## config.mk

```make
export PLATFORM = sky130hd
export DESIGN_NAME = seg7_scan_display
export DESIGN_NICKNAME = d
export VERILOG_FILES = /design/src/rtl/seg7_scan_display.sv
export SDC_FILE = /design/constraint.sdc
export NUM_CORES = 1
export LEC_CHECK = 0
export BUFFER_PORTS_ARGS = -buffer_cell sky130_fd_sc_hd__buf_2
export CORE_MARGIN = 2
export CORE_UTILIZATION = 40
export CTS_CLUSTER_SIZE = 28
export DETAILED_ROUTE_END_ITERATION = 7
export GPL_ROUTABILITY_DRIVEN = 0
export GPL_TIMING_DRIVEN = 1
export SYNTH_ARGS = -nofsm -noshare
export SYNTH_HDL_FRONTEND = slang
export SYNTH_SLANG_ARGS = --single-unit
```

## constraint.sdc

```tcl
create_clock -name clk -period 4.35 [get_ports clk]
set_clock_uncertainty 0.05 [all_clocks]
set_input_delay 0.2175 -clock clk [delete_from_list [all_inputs] [get_ports clk]]
set_output_delay 0.2175 -clock clk [all_outputs]
set_load 0.02 [all_outputs]
```

## src/rtl/seg7_scan_display.sv

```systemverilog
//==============================================================================
// Module   : seg7_scan_display
// Purpose  : 8-digit multiplexed 7-segment scanner with a frame-latched snapshot.
//            Optional macro SEG7_BLANK_EN enables leading-zero blanking.
// Revision : 1.0 - initial release
//==============================================================================
`default_nettype none

module seg7_scan_display #(
  parameter int SCAN_DIV = 50000,
  parameter int DIV_W    = 16
) (
  input  logic        clk,
  input  logic        reset,
  input  logic [2:0]  sel,
  input  logic [31:0] hex,
  input  logic [10:0] cnt_i,
  input  logic [10:0] cnt_r,
  input  logic [10:0] cnt_j,
  input  logic [10:0] cnt_clk,
  output logic [7:0]  an,
  output logic [6:0]  seg,
  output logic        dp,
  output logic        frame_done
);

  localparam logic [DIV_W-1:0] c_tick_max = DIV_W'(SCAN_DIV - 1);

  logic [DIV_W-1:0] prescaler_q, prescaler_d;
  logic [2:0]       digit_q, digit_d;
  logic [31:0]      snap_q, snap_d;
  logic [7:0]       an_q, an_d;
  logic [6:0]       seg_q, seg_d;
  logic             dp_q, dp_d;
  logic             frame_done_q, frame_done_d;

  logic             tick;
  logic             frame_edge;
  logic [31:0]      src_word;
  logic [3:0]       nibble;
  logic             blank;

  function automatic logic [6:0] enc(input logic [3:0] v);
    case (v)
      4'h0:    enc = 7'h40;
      4'h1:    enc = 7'h79;
      4'h2:    enc = 7'h24;
      4'h3:    enc = 7'h30;
      4'h4:    enc = 7'h19;
      4'h5:    enc = 7'h12;
      4'h6:    enc = 7'h02;
      4'h7:    enc = 7'h78;
      4'h8:    enc = 7'h00;
      4'h9:    enc = 7'h10;
      4'hA:    enc = 7'h08;
      4'hB:    enc = 7'h03;
      4'hC:    enc = 7'h46;
      4'hD:    enc = 7'h21;
      4'hE:    enc = 7'h06;
      default: enc = 7'h0E;
    endcase
  endfunction

  always_comb begin
    src_word = 32'h0;
    case (sel)
      3'd0:    src_word = hex;
      3'd1:    src_word = {21'h0, cnt_i};
      3'd2:    src_word = {21'h0, cnt_r};
      3'd3:    src_word = {21'h0, cnt_j};
      3'd4:    src_word = {21'h0, cnt_clk};
      default: src_word = 32'h0;
    endcase
  end

  // Scan timing and snapshot: sources are sampled only on the last tick of a frame.
  always_comb begin
    tick        = (prescaler_q == c_tick_max);
    frame_edge  = tick && (digit_q == 3'd7);
    prescaler_d = tick ? '0 : prescaler_q + DIV_W'(1);
    digit_d     = tick ? digit_q + 3'd1 : digit_q;
    snap_d      = frame_edge ? src_word : snap_q;
  end

  always_comb begin
    nibble = snap_q[{digit_q, 2'b00} +: 4];
`ifdef SEG7_BLANK_EN
    blank  = (digit_q != 3'd0) && ((snap_q >> {digit_q, 2'b00}) == 32'h0);
`else
    blank  = 1'b0;
`endif
    an_d         = blank ? 8'hFF : ~(8'b1 << digit_q);
    seg_d        = blank ? 7'h7F : enc(nibble);
    dp_d         = 1'b1;
    frame_done_d = frame_edge;
  end

  always_ff @(posedge clk or posedge reset) begin
    if (reset) begin
      prescaler_q  <= '0;
      digit_q      <= 3'd0;
      snap_q       <= 32'h0;
      an_q         <= 8'hFF;
      seg_q        <= 7'h7F;
      dp_q         <= 1'b1;
      frame_done_q <= 1'b0;
    end else begin
      prescaler_q  <= prescaler_d;
      digit_q      <= digit_d;
      snap_q       <= snap_d;
      an_q         <= an_d;
      seg_q        <= seg_d;
      dp_q         <= dp_d;
      frame_done_q <= frame_done_d;
    end
  end

  assign an         = an_q;
  assign seg        = seg_q;
  assign dp         = dp_q;
  assign frame_done = frame_done_q;

endmodule

`default_nettype wire

```

==> key figures <==
Status
  • Status: finished, final reports clean

GRT
  • Total congestion overflow: 0
  • Vias in the first global route: 2794
  • Total global-route track usage: 0.1747
  • Pin count of the biggest net entering global routing: 68
  • Initial antenna violation count: 0
  • First-pass GRT wire length: 13.76 mm
  • Met3 usage: 0.04526
  • GR Util met1: 0.2413
  • Met2 Use GR: 0.2687
  • GRT Max-Usage Layer: met2

Pwr
  • Peak supply drop: 109.7 µV
  • Leak: between 2 and 2.5 nW
  • Net switching power: 0.3155 mW
  • Clk pwr share: 0.368
  • Comb power frac: 0.129
  • Flop pwr share: 0.502
  • PwrDens: 297.2 mW/mm²
  • Power Total: 1.305 mW
  • Net Sw Frac: 0.2418
  • Internal power: 0.9892 mW

Placed design
  • Pre-CTS WS: 1.690 ns
  • Dpl hpwl: 5.854 mm
  • Cell count after placement: approximately 530
  • PortBufs: 96

Cells and area
  • Multi-input logic area: approximately 0.0017 mm²
  • Sequential cell area: ~0.0017 mm²
  • Fraction of layout cells with a size suffix above 1: 0.3753
  • Filler cell count: 896
  • Final Non-Filler Cells: 540
  • Synthesis-to-finish area growth: 18.95%
  • Layout Nets: ~520
  • Ant diodes: 0

STA
  • Setup violators final: 0
  • Fin. Hold Viols: 0
  • Slew Viols, Final: 0
  • Min cycle time layout: 2.695 ns
  • Fin Setup TNS: 0 ns
  • RSZ-0062 raised after global routing: false
  • Post-route setup slack: 1.655 ns
  • Slew HR: 0.1223
  • Fin crit share: 0.6194
  • Maximum achievable frequency: roughly 370 MHz
  • Hold slack: 0.06136 ns
  • Worst Tran Pin Value: 1.309 ns

Setup path
  • Buf+Inv Stages, Crit Path: 1
  • CP cell instances: mux4_1 > mux2i_1 > inv_1 > ha_1 > mux2_2 > o21ai_0
  • Max incr delay on CP: 0.67 ns
  • CP Class: register to register
  • Crit. End Element: register
  • Crit-path leading delay family: multiplexers
  • Slowest CP cell: dfrtp_1
  • Worst path required time: between 4 and 5 ns
  • Worst Path Arrival: 2.91 ns
  • Crit start category: register
  • CP Max Fanout: 11

Floorplanning
  • Die H: 100.1 µm
  • Initial core utilization: 0.4052
  • Placeable Area: roughly 0.0091 mm²
  • Die Footprint: 0.01001 mm²
  • FP Rows: 35
  • Die width: roughly 100 µm
  • Io pins: between 90 and 100

Synth
  • Most frequent cell after synthesis: dfrtp_1
  • Area leader, netlist: dfrtp_1
  • Sequential area share after synthesis: 0.4593
  • Post-synth EDFFs: 0
  • Syn Inst Count: roughly 340
  • Post-synthesis average cell area: 10.89 µm²
  • Top-area cell type share of the netlist area: 0.3525
  • Asr flop ratio synth: 1.000
  • Dominant synthesized flop cell: dfrtp_1
  • Mapped cell area: roughly 0.0037 mm²
  • Largest cells by area after synthesis: dfrtp_1, dfstp_2, mux4_2
  • Commonest cells post-synth: dfrtp_1, inv_1, o21ai_0
  • Distinct cell type count after synthesis: 43
  • Synthesized Nets: 432
  • Warnings from Yosys: 0
  • Flops & latches, synth: 67

Detailed routing
  • Vias per inst: 5.239
  • Antenna viol nets, final: 0
  • TritonRoute pass-1 iters: 4
  • WL/cell: 14.97 µm
  • Residual DRC count: 0
  • Final WL: a little over 8 mm
  • Routed via count: roughly 2800
  • DR iter-0 viols: roughly 140

Clock network
  • Cts hold-fix bufs: 0
  • Worst-skew pair later-pin latency: 0.34 ns
  • Total CTS buffers: 9
  • Post CTS Setup Buffer Count: 0
  • Longest Clk Path Bufs: 2
  • CTS HTree Levels: 3
  • Worst-path clk slew: 0.07 ns
  • CTS root buffer: clkbuf_8
  • TritonCTS clock tree: built
  • Post-cts sizing count: 0
  • Clk sinks: 67

Job
  • Max Cap Violations: 0

Worst hold path
  • Tightest Hold Check Type: primary input to async pin
## power by group through the flow
stage / Sequential, mW / Combinational (mW) / Clock (mW)
after global routing: 0.657 / 0.188 / 0.523
after detailed placement: 0.667 / 0.170 / 0
after global placement: 0.667 / 0.168 / 0
final: 0.656 / 0.169 / 0.481
after floorplan: 0.678 / 0.0956 / 0
after CTS: 0.656 / 0.171 / 0.493
## sequential cells by signal, indices dropped and copies added, names as in the netlist
signal,cells
snap_q,32
an,8
prescaler_q,16
seg,7
frame_done,1
digit_q,3
## cell type report
class,instances,area share
inverter,38,0.03249
timing repair buffer,99,0.1146
clock inverter,3,0.009119
sequential,67,0.3862
clock buffer,12,0.03078
tap,111,0.03163
multi-input combinational,210,0.3953
## worst paths after layout
kind | from | to | slack, ns | cells after the start
max in group asynchronous | reset | prescaler_q[12] | 3.64 | 3
min in group clk | hex[11] | snap_q[11] | 0.08 | 3
min reg2reg | prescaler_q[0] | prescaler_q[0] | 0.40 | 1
max reg2reg | digit_q[0] | seg[4] | 1.66 | 6
max | digit_q[0] | seg[4] | 1.66 | 6
min | reset | digit_q[2] | 0.06 | 3
## per-stage QoR
stage | area (µm²) | utilization
floorplan | 3691 | -
detailed placement | 4215 | 0.4628
finish | 4390 | 0.4820
CTS | 4390 | 0.4820
global route | 4390 | 0.4820
global placement | 4215 | 0.4628
## layout by cell type, fill, tap and decap left out, drive strengths merged, types with 11 or more instances in the layout
cell type and instances:
buf 99, dfrtp 52, ha 12, mux2i 11
nand4 24, mux4 12, a22oi 12, nand2 13
inv 38, mux2 19, o21ai 30, clkbuf 12
dfstp 15
## layer usage
metal,part of all wire,vias up
met2,0.46,78
met5,0,-
met3,0.056,8
li1,-,1386
met1,0.47,1357
met4,0.011,0
## cells by family (layout without fill, tap and decap cells)
logic type                 count (synthesis)  count (layout)  share of synthesized area
other                                      1               1                   0.001016
and+or+nand+nor                           79              79                     0.1227
muxes                                     42              42                     0.1698
DFF                                       67              67                     0.4593
buffers and inverters                     62             152                    0.07186
adders and majority gates                 12              12                    0.04068
xor gates and xnor gates                  13              13                    0.03085
AOI/OAI and AO/OA                         63              63                     0.1037
## worst reg2reg max path: stages (launching register included)
cell and delay (ns):
dfrtp_1 0.67, mux4_1 0.62, mux2i_1 0.45, inv_1 0.17, ha_1 0.27, mux2_2 0.26
o21ai_0 0.14
No activity file was read; power rests on OpenSTA's default activity.
